[src/rtl/load_store_unit.sv]
// Load/store stage in front of a big-endian, word-wide data memory. Sub-word stores use read-modify-write.
// Optional macro LSU_BOUNDS_CHECK_EN rejects accesses to words that lie past MEM_BYTES.
module load_store_unit #(
  parameter int unsigned MEM_BYTES = 128
) (
  input  logic        clk,
  input  logic        rst,
  input  logic        req_valid,
  output logic        req_ready,
  input  logic        req_wr,
  input  logic [1:0]  req_size,
  input  logic        req_signed,
  input  logic [31:0] req_addr,
  input  logic [31:0] req_wdata,
  output logic        resp_valid,
  output logic        resp_err,
  output logic [31:0] resp_rdata,
  output logic [31:0] mem_addr,
  output logic [31:0] mem_wdata,
  output logic        mem_rd,
  output logic        mem_wr,
  input  logic [31:0] mem_rdata
);

  typedef enum logic [2:0] {IDLE, RD, RMW_RD, WR, RESP} state_t;

  state_t      state_q, state_d;
  logic [31:0] addr_q, wdata_q, merge_q, merge_d, rdata_q, rdata_d;
  logic [1:0]  size_q;
  logic        signed_q, wr_q, err_q, err_d;
  logic        accept, reqErr;
  logic [31:0] alignedAddr;

  assign accept      = req_valid && req_ready;
  assign alignedAddr = {addr_q[31:2], 2'b00};

  function automatic logic [31:0] extractLane(input logic [31:0] d, input logic [1:0] off,
                                              input logic [1:0] size, input logic sgn);
    logic [7:0]  b;
    logic [15:0] h;
    b = 8'h00;
    h = off[1] ? d[15:0] : d[31:16];
    case (off)
      2'd0:    b = d[31:24];
      2'd1:    b = d[23:16];
      2'd2:    b = d[15:8];
      default: b = d[7:0];
    endcase
    case (size)
      2'b00:   extractLane = sgn ? {{24{b[7]}}, b} : {24'h0, b};
      2'b01:   extractLane = sgn ? {{16{h[15]}}, h} : {16'h0, h};
      default: extractLane = d;
    endcase
  endfunction

  function automatic logic [31:0] mergeLane(input logic [31:0] d, input logic [31:0] w,
                                            input logic [1:0] off, input logic [1:0] size);
    logic [31:0] m;
    m = d;
    if (size == 2'b00) begin
      case (off)
        2'd0:    m[31:24] = w[7:0];
        2'd1:    m[23:16] = w[7:0];
        2'd2:    m[15:8]  = w[7:0];
        default: m[7:0]   = w[7:0];
      endcase
    end else if (off[1]) begin
      m[15:0] = w[15:0];
    end else begin
      m[31:16] = w[15:0];
    end
    mergeLane = m;
  endfunction

  // Misalignment, reserved size and (optionally) range are all judged on the incoming request.
  always_comb begin
    reqErr = 1'b0;
    case (req_size)
      2'b01:   reqErr = req_addr[0];
      2'b10:   reqErr = |req_addr[1:0];
      2'b11:   reqErr = 1'b1;
      default: reqErr = 1'b0;
    endcase
`ifdef LSU_BOUNDS_CHECK_EN
    if (({req_addr[31:2], 2'b00} + 32'd3) > (MEM_BYTES - 32'd1))
      reqErr = 1'b1;
`else
`endif
  end

  always_comb begin
    state_d = state_q;
    err_d   = err_q;
    merge_d = merge_q;
    rdata_d = rdata_q;
    case (state_q)
      IDLE: begin
        if (accept) begin
          err_d = reqErr;
          if (reqErr)                 state_d = RESP;
          else if (!req_wr)           state_d = RD;
          else if (req_size == 2'b10) state_d = WR;
          else                        state_d = RMW_RD;
        end
      end
      RD: begin
        rdata_d = extractLane(mem_rdata, addr_q[1:0], size_q, signed_q);
        state_d = RESP;
      end
      RMW_RD: begin
        merge_d = mergeLane(mem_rdata, wdata_q, addr_q[1:0], size_q);
        state_d = WR;
      end
      WR:      state_d = RESP;
      RESP:    state_d = IDLE;
      default: state_d = IDLE;
    endcase
  end

  always_comb begin
    req_ready  = (state_q == IDLE) && !rst;
    resp_valid = (state_q == RESP);
    resp_err   = (state_q == RESP) && err_q;
    resp_rdata = rdata_q;
    mem_rd     = 1'b0;
    mem_wr     = 1'b0;
    mem_addr   = 32'h0;
    mem_wdata  = 32'h0;
    case (state_q)
      RD, RMW_RD: begin
        mem_rd   = 1'b1;
        mem_addr = alignedAddr;
      end
      WR: begin
        mem_wr    = 1'b1;
        mem_addr  = alignedAddr;
        mem_wdata = (size_q == 2'b10) ? wdata_q : merge_q;
      end
      default: ;
    endcase
  end

  always_ff @(posedge clk or posedge rst) begin
    if (rst) begin
      state_q  <= IDLE;
      err_q    <= 1'b0;
      merge_q  <= 32'h0;
      rdata_q  <= 32'h0;
      addr_q   <= 32'h0;
      wdata_q  <= 32'h0;
      size_q   <= 2'b00;
      signed_q <= 1'b0;
      wr_q     <= 1'b0;
    end else begin
      state_q <= state_d;
      err_q   <= err_d;
      merge_q <= merge_d;
      rdata_q <= rdata_d;
      if (accept) begin
        addr_q   <= req_addr;
        wdata_q  <= req_wdata;
        size_q   <= req_size;
        signed_q <= req_signed;
        wr_q     <= req_wr;
      end
    end
  end

  logic unusedWr;
  assign unusedWr = wr_q;

endmodule

[config.mk]
export PLATFORM = sky130hd
export DESIGN_NAME = load_store_unit
export DESIGN_NICKNAME = d
export VERILOG_FILES = /design/src/rtl/load_store_unit.sv
export SDC_FILE = /design/constraint.sdc
export NUM_CORES = 1
export LEC_CHECK = 0
export ABC_CLOCK_PERIOD_IN_PS = 7530
export CORE_MARGIN = 2
export CORE_UTILIZATION = 52
export DETAILED_ROUTE_END_ITERATION = 8
export HOLD_SLACK_MARGIN = 0.06
export MAX_ROUTING_LAYER = met4
export PLACE_DENSITY_LB_ADDON = 0.1
export SLEW_MARGIN = 30
export SYNTH_ARGS = -nofsm -noshare
export SYNTH_HDL_FRONTEND = slang
export SYNTH_SLANG_ARGS = --single-unit
[constraint.sdc]
create_clock -name clk -period 7.53 [get_ports clk]
set_input_delay 1.506 -clock clk [delete_from_list [all_inputs] [get_ports clk]]
set_output_delay 1.506 -clock clk [all_outputs]
set_load 0.02 [all_outputs]
==> flow_metrics.env, run 1 <==
export IMPL_firstDrtPassIters=5
export IMPL_drc=0
export IMPL_critPathKind="in -> out"
export IMPL_drtAntennaViolNets=0
export IMPL_wire_per_inst_um=17.3
export IMPL_seq_area_frac_synth_pct=47.5
export IMPL_antenna_cells=0
export IMPL_crit_chain="clkdlybuf4s50_1, nor4_2, clkdlybuf4s50_1"
export IMPL_pin_count=204
export IMPL_insertion_delay_ns=0.43
export IMPL_grt_pass1_wl_um=33200
export IMPL_synth_distinct_cells=44
export IMPL_die_area_sq_mm=0.0146
export IMPL_grt_overflow_total=0
export IMPL_setup_tns_ns=0
export IMPL_via_count=6701
export IMPL_slew_violations=0
export IMPL_nNetsFinal=1120
export IMPL_cts_max_level=4
export IMPL_cts_setup_buffers=0
export IMPL_ctsHoldBuffers=0
export IMPL_synth_simple_area_share_pct=27.5
export IMPL_die_w_um=121
export IMPL_power_leakage_nw=4.52
export IMPL_grt_pass1_vias=6462
export IMPL_slew_headroom_pct=40.8
export IMPL_hold_violations=0
export IMPL_tightest_slew_ns=0.888
export IMPL_cts_tree="built"
export IMPL_synth_area_top_cells="dfrtp_1, nand2_1, mux2i_1"
export IMPL_cts_buffer_depth=2
export IMPL_synthTopCellsByCount="nand2_1, dfrtp_1, a21oi_1, o21ai_0, and2_1"
export IMPL_synthArstFlopShare_pct=100
export IMPL_antenna_found_initial=0
export IMPL_vias_per_cell=5.56
export IMPL_syn_cell_area_sq_mm=0.00712
export IMPL_synth_top_family_by_area="simple AND/OR/NAND/NOR gates"
export IMPL_r2r_setup_slack_ns=5.22
export IMPL_fin_area_sq_mm=0.00974
export IMPL_port_buffer_count=201
export IMPL_cts_sinks=135
export IMPL_timing_critical_path_mode_cell="clkdlybuf4s50_1"
export IMPL_cts_root_buf="clkbuf_16"
export IMPL_grt_start_max_net_pins=73
export IMPL_dp_hpwl_um=14200
export IMPL_cp_max_fo=3
export IMPL_period_needed_ns=4.49
export IMPL_clk_pin_slew_worst_paths_ns=0.05
export IMPL_synth_seq_cells=135
export IMPL_r2r_cells=5
export IMPL_peakVddDrop_mv=0.365
export IMPL_status="completed"
export IMPL_crit_required_ns=6.02
export IMPL_worstSetupEndpointType="output port"
export IMPL_dominantRegCellSynth="dfrtp_1"
export IMPL_cp_startpoint="rst"
export IMPL_slowest_delay_ns=0.68
export IMPL_die_h_um=121
export IMPL_rsz0062_at_grt="no"
export IMPL_area_delta_synth_final_pct=36.8
export IMPL_synth_edf_count=0
export IMPL_syn_inst=856
export IMPL_core_area_sq_mm=0.0133
export IMPL_cts_buffers=17
export IMPL_setup_viol=0
export IMPL_timing_final_crit_share_pct=59.6
export IMPL_skew_ns=0.0102
export IMPL_reg2reg_from="addr_q[1]"
export IMPL_fill_cells=1015
export IMPL_synth_compound_area_share_pct=15.7
export IMPL_grt_usage_pct=29.9
export IMPL_hold_path_end="addr_q[2]"
export IMPL_synth_most_common_cell="nand2_1"
export IMPL_ctsResizeCount=0
export IMPL_place_area_sq_mm=0.00912
export IMPL_drv_cap=0
export IMPL_synth_xor_area_share_pct=0
export IMPL_min_path_type="reg -> reg"
export IMPL_muxShareOfSynthArea_pct=4.17
export IMPL_drtIter0Drc=703
export IMPL_powerDensity_mw_per_mm2=420
export IMPL_crit_slowest_cell="clkdlybuf4s50_1"
export IMPL_initial_core_util_pct=53.5
export IMPL_wl_um=20800
export IMPL_synth_adder_area_share_pct=0
export IMPL_gp_congestion=0.898
export IMPL_ys_warnings_count=0
export IMPL_worstHoldStart="addr_q[2]"
export IMPL_start_kind="input pin"
export IMPL_crit_arrival_ns=2.98
export IMPL_timing_rr_end="resp_rdata[30]"
export IMPL_avgSynthCellArea_sq_um=8.32
export IMPL_final_layout_size_suffix_gt1_share_pct=6.80
export IMPL_rows=42
export IMPL_synth_area_leader_cell="dfrtp_1"
export IMPL_holdPathStages=2
export IMPL_max_clock_freq_mhz=223
export IMPL_yosys_area_top_type_share_pct=47.5
==> power breakdown <==
part	internal [mW]	switching (mW)	total (mW)
Clock	0.562	0.300	0.862
Combinational	0.782	1.08	1.86
Sequential	1.07	0.297	1.37
==> per-layer routing <==
metal	track usage, %	up-vias	wire, um
li1	-	3174	-
met5	-	-	0
met2	45.4	281	10000
met4	12.8	0	626
met1	39.5	3197	8630
met3	5.87	49	1520
==> cell usage in the layout (no fill, tap or decap), types with 18 or more instances in the layout <==
master and count:
mux2i_1 24, nor2b_1 19, a21o_1 18, a21oi_1 39, o21ai_0 36, nand3_1 22
clkdlybuf4s50_1 201, dfrtp_1 134, and2_1 31, nand2_1 330
==> worst max path at each step <==
stage | endpoint | slack (ns) | depth (start not counted)
6_report | req_ready | 3.04 | 3
4_1_cts | req_ready | 3.03 | 3
3_5_place_dp | req_ready | 3.04 | 3
5_1_grt | req_ready | 2.91 | 3
3_3_place_gp | req_ready | 3.10 | 3
2_1_floorplan | addr_q[0] | 2.41 | 1
==> cells by family after synthesis <==
kind of cell | after synthesis
and+or+nand+nor | 449
AOI/OAI and AO/OA | 166
DFF | 135
buffers and inverters | 76
muxes | 29
other | 1
==> state kept, by name (all words and copies together) (netlist names) <==
name	count
addr_q	32
merge_q	32
resp_rdata	32
wdata_q	32
state_q	3
size_q	2
err_q	1
signed_q	1
==> worst max-delay path, delay by kind of cell <==
family	cells	cell delay (ns)
buffers and inverters	2	1.18
AND/OR/NAND/NOR	1	0.30
==> layout make-up <==
cell class / instances / area (sq um) / share of cell area [%]
multi-input cells: 646 / 3400 / 34.9
flip-flops and latches: 135 / 3380 / 34.7
clock inverters: 7 / 116 / 1.19
well taps: 176 / 220 / 2.26
repair buffers: 211 / 2090 / 21.5
inverters: 6 / 27.5 / 0.283
clock buffers: 24 / 502 / 5.15
==> stage by stage <==
stage	util, %	cells	setup slack (ns)	power [mW]	hold WS (ns)
6_report	73.3	1205	3.04	4.09	0.460
3_5_place_dp	68.6	1174	3.04	3.22	0.454
2_1_floorplan	-	857	2.41	2.56	0.437
3_3_place_gp	68.5	1174	3.10	3.16	0.448
4_1_cts	73.2	1205	3.03	4.11	0.467
5_1_grt	73.3	1205	2.91	4.36	0.482
No activity file was read; power rests on OpenSTA's default activity.
==> run 2: changes to the inputs <==
--- a/config.mk
+++ b/config.mk
@@ -5,9 +5,9 @@
 export SDC_FILE = /design/constraint.sdc
 export NUM_CORES = 1
 export LEC_CHECK = 0
-export ABC_CLOCK_PERIOD_IN_PS = 7530
+export ABC_CLOCK_PERIOD_IN_PS = 4300
 export CORE_MARGIN = 2
-export CORE_UTILIZATION = 52
+export CORE_UTILIZATION = 48
 export DETAILED_ROUTE_END_ITERATION = 8
 export HOLD_SLACK_MARGIN = 0.06
 export MAX_ROUTING_LAYER = met4
==> constraint.sdc (replaced) <==
create_clock -name clk -period 4.3 [get_ports clk]
set_input_delay 0.86 -clock clk [delete_from_list [all_inputs] [get_ports clk]]
set_output_delay 0.86 -clock clk [all_outputs]
set_load 0.02 [all_outputs]
==> run 2 against run 1 <==
Compared with the run above:
- via count shrank 1.4%
- worst hold slack gained 0.0038 ns
- clock power grew 82%
- register-to-register slack lost 3.3 ns
- first-iteration DRC count shrank 5.3%
- highest routed layer unchanged
- power grew 76%
- non-clock buffer count grew 7
- critical path depth grew 2
- cell area grew 0.87%
- sequential share of layout area shrank 0.30 points
- largest cell class unchanged
- setup slack lost 2.3 ns
==> flow_metrics.env, run 2 (synthesized netlist as in run 1, its figures left out) <==
export IMPL_cts_max_level=4
export IMPL_crit_slowest_cell="dfrtp_1"
export IMPL_skew_ns=0.00794
export IMPL_cts_root_buf="clkbuf_16"
export IMPL_busiest_layer="met2"
export IMPL_slew_violations=0
export IMPL_hold_violations=0
export IMPL_final_cell_mix="nand2_1, clkdlybuf4s50_1, dfrtp_1"
export IMPL_timing_rr_end="merge_q[13]"
export IMPL_final_layout_size_suffix_gt1_share_pct=7.34
export IMPL_peakVddDrop_mv=0.405
export IMPL_antenna_cells=0
export IMPL_wire_per_inst_um=17.5
export IMPL_die_w_um=126
export IMPL_place_area_sq_mm=0.00917
export IMPL_cp_max_fo=32
export IMPL_use_met2_pct=42.8
export IMPL_grt_overflow_total=0
export IMPL_worstHoldStart="addr_q[14]"
export IMPL_min_path_type="reg -> reg"
export IMPL_powerDensity_mw_per_mm2=734
export IMPL_fin_area_sq_mm=0.00982
export IMPL_initial_core_util_pct=49.0
export IMPL_crit_required_ns=3.44
export IMPL_fill_cells=1208
export IMPL_ctsResizeCount=0
export IMPL_slew_headroom_pct=48.3
export IMPL_wl_um=21300
export IMPL_cts_buffers=17
export IMPL_power_leakage_nw=4.56
export IMPL_grt_pass1_wl_um=34100
export IMPL_crit_family="buffers and inverters"
export IMPL_timing_hold_ws_ns=0.464
export IMPL_gp_congestion=0.913
export IMPL_die_h_um=126
export IMPL_ff_latch_area_sq_mm=0.00338
export IMPL_grt_pass1_vias=6274
export IMPL_tightest_slew_ns=0.775
export IMPL_r2r_setup_slack_ns=1.94
export IMPL_timing_final_crit_share_pct=83.5
export IMPL_crit_chain="nand2b_1, buf_4, nand2_1, a21oi_1, clkdlybuf4s50_1"
export IMPL_die_area_sq_mm=0.0158
export IMPL_area_delta_synth_final_pct=38.0
export IMPL_drc=0
export IMPL_max_clock_freq_mhz=279
export IMPL_grt_usage_pct=28.1
export IMPL_worst_path_buf_inv=2
export IMPL_setup_viol=0
export IMPL_cts_sinks=135
export IMPL_insertion_delay_ns=0.42
export IMPL_worstSetupEndpointType="output port"
export IMPL_reg2reg_from="addr_q[1]"
export IMPL_start_kind="flop"
export IMPL_drtIter0Drc=666
export IMPL_multiInputGateArea_sq_mm=0.00339
export IMPL_rows=44
export IMPL_nNetsFinal=1127
export IMPL_antenna_found_initial=0
export IMPL_cts_setup_buffers=0
export IMPL_via_count=6604
export IMPL_cts_buffer_depth=2
export IMPL_r2r_cells=5
export IMPL_met1_usage_pct=38.5
export IMPL_crit_arrival_ns=2.73
export IMPL_ctsHoldBuffers=0
export IMPL_final_common_cell="nand2_1"
export IMPL_drtAntennaViolNets=0
export IMPL_hold_path_end="addr_q[14]"
export IMPL_core_area_sq_mm=0.0145
export IMPL_rsz0062_at_grt="no"
export IMPL_drv_cap=0
export IMPL_setup_tns_ns=0
export IMPL_period_needed_ns=3.59
export IMPL_grtUsageMet3_pct=6.20
export IMPL_cts_tree="built"
export IMPL_holdPathStages=2
export IMPL_vias_per_cell=5.42
export IMPL_slowest_delay_ns=0.82
export IMPL_grt_start_max_net_pins=67
export IMPL_clk_pin_slew_worst_paths_ns=0.06
export IMPL_pin_count=204
export IMPL_port_buffer_count=201
export IMPL_firstDrtPassIters=7
export IMPL_dp_hpwl_um=14700
export IMPL_critPathKind="reg -> out"
export IMPL_status="completed"
run 2: worst max-delay path by stage:
stage | slack, ns | depth (start not counted) | start | to
after floorplan | 1.76 | 1 | rst | addr_q[0]
after global placement | 1.07 | 3 | rst | req_ready
after detailed placement | 1.11 | 3 | rst | req_ready
after CTS | 0.73 | 5 | size_q[0] | mem_wdata[3]
after global routing | 0.55 | 5 | size_q[0] | mem_wdata[3]
final | 0.71 | 5 | size_q[0] | mem_wdata[3]
run 2: cell type report:
cell class	instances	share of cell area, %
inverters	6	0.267
flip-flops and latches	135	34.4
multi-input cells	646	34.5
repair buffers	218	22.0
clock inverters	12	2.08
well taps	184	2.34
clock buffers	18	4.37
run 2: metal layers:
layer  wire length, um  up-vias
met5                 0        -
met1              9410     3138
met3              1460       25
li1                  -     3194
met4               317        0
met2             10100      247
run 2: stage by stage:
stage | utilization (%) | total power, mW | setup WS (ns) | instances
finish | 67.6 | 7.21 | 0.710 | 1219
detailed placement | 63.1 | 5.62 | 1.11 | 1188
CTS | 67.5 | 7.22 | 0.733 | 1218
global route | 67.6 | 7.71 | 0.545 | 1219
global placement | 63.1 | 5.57 | 1.07 | 1188
floorplan | - | 4.48 | 1.76 | 857
run 2: worst register-to-register path, cell delays in order, from the launching register on:
cell,delay (ns)
dfrtp_2,0.60
buf_4,0.48
nor2b_1,0.58
nand2_1,0.11
a311oi_1,0.40
a21o_1,0.12
run 2: power by group:
| part | switching, mW | total, mW | leakage, nW | internal (mW) |
|---|---|---|---|---|
| Clock | 0.552 | 1.57 | 0.298 | 1.02 |
| Combinational | 1.85 | 3.23 | 2.58 | 1.38 |
| Sequential | 0.531 | 2.41 | 1.67 | 1.88 |
| Total | 2.93 | 7.21 | 4.56 | 4.28 |
==> run 3: changes to the inputs <==
--- a/config.mk
+++ b/config.mk
@@ -5,9 +5,9 @@
 export SDC_FILE = /design/constraint.sdc
 export NUM_CORES = 1
 export LEC_CHECK = 0
-export ABC_CLOCK_PERIOD_IN_PS = 4300
+export ABC_CLOCK_PERIOD_IN_PS = 2900
 export CORE_MARGIN = 2
-export CORE_UTILIZATION = 48
+export CORE_UTILIZATION = 44
 export DETAILED_ROUTE_END_ITERATION = 8
 export HOLD_SLACK_MARGIN = 0.06
 export MAX_ROUTING_LAYER = met4
==> constraint.sdc (replaced) <==
create_clock -name clk -period 2.9 [get_ports clk]
set_input_delay 0.58 -clock clk [delete_from_list [all_inputs] [get_ports clk]]
set_output_delay 0.58 -clock clk [all_outputs]
set_load 0.02 [all_outputs]
==> run 3 against run 2 <==
Compared with the run above:
- via count rose by 0.11%
- utilization decreased by 4.9 points
- setup slack worse by 0.59 ns
- sequential power is 45% higher
- worst hold slack got worse by 0.00098 ns
- sequential share of layout area fell by 0.34 points
- die area increased by 8.8%
- flip-flop and latch count unchanged
- cell count up 3.5%
- combinational power rose by 52%
- register-to-register slack lost 1.1 ns
- highest routed layer unchanged
==> flow_metrics.env, run 3 (synthesized netlist as in run 1, its figures left out) <==
export IMPL_period_needed_ns=2.78
export IMPL_hold_violations=0
export IMPL_clk_pin_slew_worst_paths_ns=0.06
export IMPL_vias_per_cell=5.24
export IMPL_max_clock_freq_mhz=360
export IMPL_core_area_sq_mm=0.0158
export IMPL_final_cell_mix="nand2_1, clkdlybuf4s50_1, dfrtp_1"
export IMPL_peakVddDrop_mv=0.825
export IMPL_crit_slowest_cell="clkdlybuf4s50_1"
export IMPL_reg2reg_from="addr_q[1]"
export IMPL_power_leakage_nw=4.59
export IMPL_final_common_cell="nand2_1"
export IMPL_die_area_sq_mm=0.0172
export IMPL_start_kind="flop"
export IMPL_antenna_found_initial=0
export IMPL_r2r_cells=5
export IMPL_fill_cells=1400
export IMPL_drv_cap=0
export IMPL_cts_setup_buffers=0
export IMPL_cp_max_fo=32
export IMPL_crit_arrival_ns=2.20
export IMPL_slew_headroom_pct=53.2
export IMPL_cts_buffers=17
export IMPL_cp_num_cells=5
export IMPL_antenna_cells=0
export IMPL_ctsResizeCount=0
export IMPL_powerDensity_mw_per_mm2=1070
export IMPL_initial_core_util_pct=45.0
export IMPL_cts_root_buf="clkbuf_16"
export IMPL_rsz0062_at_grt="no"
export IMPL_timing_hold_ws_ns=0.463
export IMPL_setup_viol=0
export IMPL_cts_tree="built"
export IMPL_worst_path_buf_inv=2
export IMPL_cts_sinks=135
export IMPL_holdPathStages=2
export IMPL_critPathKind="reg -> out"
export IMPL_firstDrtPassIters=5
export IMPL_grt_pass1_wl_um=33900
export IMPL_tightest_slew_ns=0.701
export IMPL_timing_rr_end="merge_q[30]"
export IMPL_cts_max_level=4
export IMPL_grt_pass1_vias=6426
export IMPL_min_path_type="reg -> reg"
export IMPL_status="completed"
export IMPL_port_buffer_count=201
export IMPL_placed_cells=1230
export IMPL_final_layout_size_suffix_gt1_share_pct=8.32
export IMPL_drtAntennaViolNets=0
export IMPL_wl_um=21100
export IMPL_slowest_delay_ns=0.64
export IMPL_hold_path_end="addr_q[4]"
export IMPL_timing_final_crit_share_pct=95.8
export IMPL_fin_cells=1262
export IMPL_area_delta_synth_final_pct=39.4
export IMPL_slew_violations=0
export IMPL_grt_start_max_net_pins=67
export IMPL_grt_usage_pct=25.5
export IMPL_worstSetupEndpointType="output port"
export IMPL_nNetsFinal=1136
export IMPL_ctsHoldBuffers=0
export IMPL_die_h_um=131
export IMPL_r2r_setup_slack_ns=0.88
export IMPL_crit_required_ns=2.32
export IMPL_gp_congestion=0.889
export IMPL_finish_utilization_pct=62.7
export IMPL_cts_buffer_depth=2
export IMPL_die_w_um=131
export IMPL_drc=0
export IMPL_pin_count=204
export IMPL_setup_tns_ns=0
export IMPL_via_count=6611
export IMPL_grt_overflow_total=0
export IMPL_cp_startpoint="size_q[0]"
export IMPL_rows=46
export IMPL_drtIter0Drc=513
export IMPL_worstHoldStart="addr_q[4]"
export IMPL_insertion_delay_ns=0.42
export IMPL_skew_ns=0.00940
export IMPL_wire_per_inst_um=16.8
export IMPL_crit_family="buffers and inverters"
export IMPL_crit_chain="nand2b_1, buf_4, nand2_1, a21oi_1, clkdlybuf4s50_1"
export IMPL_dp_hpwl_um=14900
## run 3: tightest hold or removal path, cell delays in order (launching register included)
cell and delay [ns]:
dfrtp_1 0.33, nand2_1 0.05, nand2_1 0.05
## run 3: worst max-delay path by stage
stage	slack, ns	to
6_report	0.12	mem_wdata[0]
5_1_grt	0.008	mem_wdata[0]
4_1_cts	0.04	mem_wdata[2]
3_5_place_dp	0.32	req_ready
3_3_place_gp	0.35	req_ready
2_1_floorplan	0.64	addr_q[0]
## run 3: layout make-up
type	instances	area (sq um)	share of cell area, %
inverters	6	26.3	0.265
repair buffers	227	2260	22.8
multi-input cells	646	3390	34.1
flip-flops and latches	135	3380	34.1
clock buffers	20	457	4.60
well taps	216	270	2.72
clock inverters	12	143	1.44
## run 3: where the power goes
part	switching [mW]	total (mW)	leakage (nW)	internal, mW
Sequential	0.704	3.49	1.67	2.78
Clock	0.871	2.20	0.280	1.32
Combinational	2.80	4.92	2.64	2.12
Total	4.37	10.6	4.59	6.23
## run 3: metal layers
layer | GRT usage, % | wire (um) | up-vias
met1 | 32.2 | 9210 | 3159
met4 | 8.94 | 454 | 0
met2 | 40.3 | 10200 | 208
met3 | 6.44 | 1320 | 35
met5 | - | 0 | -
li1 | - | - | 3209
## run 3: through the flow
step | area, sq um | setup slack, ns | total power, mW
after global routing | 9930 | 0.00789 | 11.3
after floorplan | 7130 | 0.641 | 6.65
after CTS | 9920 | 0.0375 | 10.7
final | 9930 | 0.122 | 10.6
after detailed placement | 9320 | 0.319 | 8.42
after global placement | 9320 | 0.354 | 8.34
